==> src/rtl/wb_port_arbiter.sv <==
// ---------------------------------------------------------------------------
// wb_port_arbiter
//
// Shares the single register-file write port between the in-order pipeline
// writeback stage and a long-latency unit (divider / multi-cycle ALU).
// The long-latency unit hands its result into a one-entry holding buffer.
// The pipeline normally wins the port. If the buffered result is blocked for
// STARVE_LIMIT consecutive cycles, a one-cycle pipeline stall is forced so
// the buffered result can drain. A pipeline write to the same destination
// as the buffered entry supersedes it, and the stale entry is discarded.
//
// Handshake: a result transfers on a rising clk edge where lu_valid and
// lu_ready are both high. lu_valid may be raised or dropped at any time;
// lu_ready depends only on internal state (never on lu_valid), so no
// combinational path runs from lu_valid to lu_ready.
//
// Ports:
//   clk, rst            clock; asynchronous active-low reset
//   pipe_wreg/wd/wdata  pipeline writeback request, destination, data
//   lu_valid/wd/wdata   long-latency unit result offer
//   lu_ready            holding buffer empty (registered)
//   rf_we/waddr/wdata   register-file write port
//   stall_req           forced one-cycle pipeline stall (registered)
//   lu_drop             one-cycle pulse: buffered entry superseded (registered)
//   dbg_state           current arbiter state, for checkers
// ---------------------------------------------------------------------------
module wb_port_arbiter #(
  parameter int STARVE_LIMIT = 4,
  parameter int CNT_W        = 4
) (
  input  logic        clk,
  input  logic        rst,
  input  logic        pipe_wreg,
  input  logic [4:0]  pipe_wd,
  input  logic [31:0] pipe_wdata,
  input  logic        lu_valid,
  input  logic [4:0]  lu_wd,
  input  logic [31:0] lu_wdata,
  output logic        lu_ready,
  output logic        rf_we,
  output logic [4:0]  rf_waddr,
  output logic [31:0] rf_wdata,
  output logic        stall_req,
  output logic        lu_drop,
  output logic [1:0]  dbg_state
);

  typedef enum logic [1:0] {
    ST_IDLE  = 2'd0,  // buffer empty
    ST_WAIT  = 2'd1,  // buffer valid, pipeline not stalled
    ST_FORCE = 2'd2   // buffer valid, pipeline stalled this cycle
  } state_e;

  localparam logic [CNT_W-1:0] LIMIT_M1 = CNT_W'(STARVE_LIMIT - 1);

  state_e            state_q, state_d;
  logic [CNT_W-1:0]  wait_cnt_q, wait_cnt_d;
  logic [4:0]        buf_wd_q, buf_wd_d;
  logic [31:0]       buf_wdata_q, buf_wdata_d;
  logic              lu_ready_q, lu_ready_d;
  logic              stall_req_q, stall_req_d;
  logic              lu_drop_q, lu_drop_d;
  logic [4:0]        last_waddr_q, last_waddr_d;
  logic [31:0]       last_wdata_q, last_wdata_d;

  logic              pipe_req;
  logic              buf_valid;
  logic              supersede;
  logic              grant_pipe;
  logic              grant_buf;
  logic              sel_we;
  logic [4:0]        sel_waddr;
  logic [31:0]       sel_wdata;

  // -------------------------------------------------------------------------
  // Request decode and write-port mux
  // -------------------------------------------------------------------------
  always_comb begin
    pipe_req   = pipe_wreg && (pipe_wd != 5'd0);
    buf_valid  = (state_q != ST_IDLE);
    // A pipeline write to the buffered destination is the newer value.
    supersede  = (state_q == ST_WAIT) && pipe_req && (pipe_wd == buf_wd_q);
    // While FORCE the stalled pipeline re-presents its write next cycle.
    grant_pipe = (state_q != ST_FORCE) && pipe_req;
    grant_buf  = (state_q == ST_FORCE) || (!pipe_req && buf_valid);

    sel_we    = grant_pipe || grant_buf;
    sel_waddr = last_waddr_q;
    sel_wdata = last_wdata_q;
    if (grant_buf) begin
      sel_waddr = buf_wd_q;
      sel_wdata = buf_wdata_q;
    end else if (grant_pipe) begin
      sel_waddr = pipe_wd;
      sel_wdata = pipe_wdata;
    end
  end

  // Port is forced quiet while reset is held, even though the pipeline
  // inputs may still be requesting.
  always_comb begin
    rf_we    = 1'b0;
    rf_waddr = 5'd0;
    rf_wdata = 32'd0;
    if (rst) begin
      rf_we    = sel_we;
      rf_waddr = sel_waddr;
      rf_wdata = sel_wdata;
    end
  end

  // -------------------------------------------------------------------------
  // Next-state logic
  // -------------------------------------------------------------------------
  always_comb begin
    state_d      = state_q;
    wait_cnt_d   = wait_cnt_q;
    buf_wd_d     = buf_wd_q;
    buf_wdata_d  = buf_wdata_q;
    lu_drop_d    = 1'b0;
    last_waddr_d = last_waddr_q;
    last_wdata_d = last_wdata_q;

    if (sel_we) begin
      last_waddr_d = sel_waddr;
      last_wdata_d = sel_wdata;
    end

    case (state_q)
      ST_IDLE: begin
        wait_cnt_d = '0;
        // lu_ready_q is high here; a handshake to r0 completes but stores
        // nothing.
        if (lu_valid && lu_ready_q && (lu_wd != 5'd0)) begin
          state_d     = ST_WAIT;
          buf_wd_d    = lu_wd;
          buf_wdata_d = lu_wdata;
        end
      end
      ST_WAIT: begin
        if (supersede) begin
          state_d    = ST_IDLE;
          wait_cnt_d = '0;
          lu_drop_d  = 1'b1;
        end else if (pipe_req) begin
          if (wait_cnt_q >= LIMIT_M1) begin
            state_d = ST_FORCE;
          end else begin
            wait_cnt_d = wait_cnt_q + CNT_W'(1);
          end
        end else begin
          state_d    = ST_IDLE;
          wait_cnt_d = '0;
        end
      end
      ST_FORCE: begin
        state_d    = ST_IDLE;
        wait_cnt_d = '0;
      end
      default: begin
        state_d    = ST_IDLE;
        wait_cnt_d = '0;
      end
    endcase

    lu_ready_d  = (state_d == ST_IDLE);
    stall_req_d = (state_d == ST_FORCE);
  end

  // -------------------------------------------------------------------------
  // State registers
  // -------------------------------------------------------------------------
  always_ff @(posedge clk or negedge rst) begin
    if (!rst) begin
      state_q      <= ST_IDLE;
      wait_cnt_q   <= '0;
      buf_wd_q     <= 5'd0;
      buf_wdata_q  <= 32'd0;
      lu_ready_q   <= 1'b1;
      stall_req_q  <= 1'b0;
      lu_drop_q    <= 1'b0;
      last_waddr_q <= 5'd0;
      last_wdata_q <= 32'd0;
    end else begin
      state_q      <= state_d;
      wait_cnt_q   <= wait_cnt_d;
      buf_wd_q     <= buf_wd_d;
      buf_wdata_q  <= buf_wdata_d;
      lu_ready_q   <= lu_ready_d;
      stall_req_q  <= stall_req_d;
      lu_drop_q    <= lu_drop_d;
      last_waddr_q <= last_waddr_d;
      last_wdata_q <= last_wdata_d;
    end
  end

  assign lu_ready  = lu_ready_q;
  assign stall_req = stall_req_q;
  assign lu_drop   = lu_drop_q;
  assign dbg_state = state_q;

endmodule
==> config.mk <==
export PLATFORM = sky130hd
export DESIGN_NAME = wb_port_arbiter
export DESIGN_NICKNAME = d
export VERILOG_FILES = /design/src/rtl/wb_port_arbiter.sv
export SDC_FILE = /design/constraint.sdc
export NUM_CORES = 1
export LEC_CHECK = 0
export ABC_AREA = 1
export BUFFER_PORTS_ARGS = -buffer_cell sky130_fd_sc_hd__buf_2
export CORE_UTILIZATION = 48
export CTS_BUF_LIST = sky130_fd_sc_hd__clkbuf_16
export CTS_CLUSTER_DIAMETER = 60
export DETAILED_ROUTE_END_ITERATION = 7
export MAX_ROUTING_LAYER = met4
export PLACE_DENSITY = 0.83
export SYNTH_ARGS = -nofsm -noshare
export SYNTH_HDL_FRONTEND = slang
export SYNTH_SLANG_ARGS = --single-unit
==> constraint.sdc <==
create_clock -name clk -period 1.6 [get_ports clk]
set_clock_uncertainty 0.15 [all_clocks]
set_input_delay 0.32 -clock clk [delete_from_list [all_inputs] [get_ports clk]]
set_output_delay 0.32 -clock clk [all_outputs]
set_load 0.01 [all_outputs]
==> flow_summary.yaml <==
floorplanning:
  pin_count: 121
  row_count: 34
  start_util_pct: 50.2
  die-area_um2: 9590
  core_area_um2: 8810
  floorplan.die.width_um: 97.9
  fp.dieH_um: 97.9
synthesis:
  synth_edf_count: 0
  synthFlopType: "dfrtp_1"
  synth_common_cells: "nand2_1 (221), dfrtp_1 (82), nand3_1 (70)"
  synth_area_um2: 4420
  synth_nets: 669
  synth-seq-area-share_pct: 47.0
  synthDominantCellAreaShare_pct: 46.4
  yosysWarnings: 0
  syn_inst: 590
  synth.largest_area_cell: "dfrtp_1"
  avgSynthCellArea_um2: 7.49
  synth.area.top_cells: "dfrtp_1 (46%), nand2_1 (19%), nand3_1 (7.9%), nand4_1 (5.2%), inv_1 (5.1%)"
  ys_ff_latch: 83
  async_flop_share_pct: 100
  ys_types: 27
  yosysMostFrequentCell: "nand2_1"
sta:
  rsz0062_at_grt: "yes"
  period_share_pct: 146
  hold_viol: 0
  worstMarginPinSlew_ns: 0.476
  final.setup.worst_slack_ns: -0.733
  setup_viol: 96
  slew_viol_final: 0
  fmax_mhz: 429
  timing.slew.headroom_pct: 68.2
  fin_crit_ns: 2.33
setup_path:
  path_class: "reg -> out"
  timing.rr.start: "dbg_state[0]"
  cp.arrival_ns: 1.86
  crit_buf_inv: 4
  slowest_stage: "dfrtp_1"
  reg2reg_slack_ns: -0.54
  start_kind: "flop"
  startpoint: "dbg_state[0]"
  r2r-end: "last_wdata_q[31]"
  critical_path.max_stage_delay_ns: 0.40
  r2r_cells: 14
  cp_top_family: "buffers and inverters"
  worst_setup_path_end_kind: "primary output"
  required_ns: 1.13
  worstPathCellList: "buf_6, nor2_4, buf_6, buf_12, nand2_1, nand2_1, nand2_2, a21oi_2, buf_2"
  cp_max_fo: 9
route:
  drc_errors: 4
  vias_per_cell: 6.00
  final_antenna_net_count: 0
  dr.first_iter.drc_count: 470
  wl_per_cell_um: 20.3
  finalWirelength_um: 17900
  via_count: 5289
  first_pass_iters: 7
hold_path:
  worstHoldPathType: "in -> reg"
  min_to: "buf_wdata_q[26]"
  hold_depth: 3
  hp-start: "lu_wdata[26]"
placement:
  dpl.cell_count: 822
  dpl_worst_slack_ns: -0.364
  place.gp.congestion: 0.858
  portBuffers: 120
  hpwl_um: 8910
  place_area_um2: 5610
clocking:
  insertion_delay_ns: 0.33
  cts_buffers: 9
  clock_sinks: 83
  cts_tree: "done"
  cts_max_path_buffers: 2
  htreeDepth: 3
  cts.clk_slew.worst_paths_ns: 0.07
  root_buffer: "clkbuf_16"
status:
  failed_checks: "DRC, setup timing"
  status: "complete, but fails checks"
final_layout:
  area_growth_pct: 59.9
  antennaDiodeCount: 0
  final_cell_area_um2: 7060
  fillers: 484
  drive_gt1_share_pct: 46.6
  final_nets: 848
  final_cells: 882
grt:
  antenna_found_initial: 0
  grt_pass1_wl_um: 23500
  overflow: 0
  grt_pass1_vias: 4907
  grt_usage_pct: 31.6
  grt_max_degree: 84
pwr:
  leakage_nw: 3.73
  ir_drop_uv: 843
  power.total_mw: 11.6
  power_density_nw_per_um2: 1650
run:
  max_cap_violations: 0
-- worst reg2reg max path, stage by stage (launching register included) --
cell and delay [ns]:
dfrtp_1 0.40, buf_6 0.13, nor2_4 0.14, buf_6 0.15
clkbuf_16 0.16, nand2_1 0.05, nand2_1 0.07, nand2_2 0.06
buf_4 0.12, buf_4 0.12, buf_4 0.12, buf_4 0.12
buf_4 0.12, buf_4 0.12, nand2_1 0.05
-- stage by stage --
| step | TNS, ns | hold WS, ns | util [%] |
|---|---|---|---|
| 6_report | -41.76 | 0.0555 | 80.2 |
| 5_1_grt | -46.88 | 0.0703 | 80.2 |
| 4_1_cts | -26.29 | 0.0660 | 72.0 |
| 3_5_place_dp | -13.68 | 0.258 | 63.7 |
| 3_3_place_gp | -11.44 | 0.252 | 63.7 |
| 2_1_floorplan | -1.85 | -0.126 | - |
-- kinds of logic after synthesis --
kind of cell               after synthesis  share of synthesized area (%)
and+or+nand+nor                        366                           38.0
buffers and inverters                  101                           9.63
adders and majority gates                1                          0.283
DFF                                     83                           47.0
AOI/OAI and AO/OA                       38                           4.84
xor gates and xnor gates                 1                          0.198
-- where the power goes --
part / internal [mW] / switching, mW / total (mW)
clock network: 1.51 / 0.868 / 2.38
registers: 2.90 / 0.531 / 3.43
logic: 2.68 / 3.14 / 5.83
total: 7.10 / 4.54 / 11.6
-- sequential cells by signal (all words and copies together) (netlist names), 2 cells and up --
signal        cells
buf_wd_q          5
wait_cnt_q        4
last_wdata_q     32
dbg_state         2
buf_wdata_q      32
last_waddr_q      5
-- per-layer routing --
| metal | part of all wire, % | vias to the layer above | GRT usage (%) | wire [µm] |
|---|---|---|---|---|
| li1 | - | 2258 | - | - |
| met1 | 35 | 2499 | 37.4 | 6230 |
| met2 | 49 | 394 | 54.8 | 8810 |
| met3 | 9.0 | 138 | 3.01 | 1620 |
| met4 | 7.1 | 0 | 14.0 | 1280 |
| met5 | 0 | - | - | 0 |
-- how the worst max path moves through the flow --
stage | to | slack [ns] | depth (start not counted)
2_1_floorplan | rf_wdata[11] | -0.09 | 7
3_3_place_gp | rf_waddr[4] | -0.35 | 10
3_5_place_dp | rf_wdata[18] | -0.36 | 8
4_1_cts | rf_wdata[1] | -0.58 | 8
5_1_grt | rf_wdata[8] | -0.78 | 9
6_report | rf_wdata[8] | -0.73 | 9
-- what timing repair did --
item,CTS,global route
buffers inserted,14,13
hold buffers,1,0
cloned,4,13
gates resized for setup,45,80
setup endpoints to repair,76,85
hold endpoints to repair,82,0
pin swaps,10,45
-- cell type report --
type,count,area [µm²],share of cell area (%)
multi-input combinational,406,2470,34.9
sequential,83,2080,29.4
timing repair buffer,208,1810,25.6
inverter,61,241,3.42
clock buffer,9,225,3.19
tap,108,135,1.91
clock inverter,7,108,1.52
-- cells in the final DEF (no fill, tap or decap), types with 2 or more instances in the layout --
master | netlist | final
a21oi_2 | 5 | 32
buf_12 | 0 | 17
buf_16 | 0 | 4
buf_2 | 22 | 115
buf_4 | 0 | 44
buf_6 | 1 | 17
bufinv_16 | 0 | 3
clkbuf_16 | 0 | 19
clkinv_2 | 0 | 2
dfrtp_1 | 82 | 81
inv_1 | 60 | 55
inv_2 | 1 | 6
nand2_1 | 221 | 174
nand2_2 | 1 | 45
nand2_4 | 0 | 2
nand3_1 | 70 | 42
nand3_2 | 10 | 23
nand3_4 | 2 | 17
nand3b_1 | 4 | 4
nand4_1 | 37 | 37
nor2_1 | 15 | 8
nor2_2 | 3 | 2
nor2_4 | 1 | 9
nor3_1 | 2 | 2
o21ai_0 | 3 | 2
(Power assumes the default switching activity.)
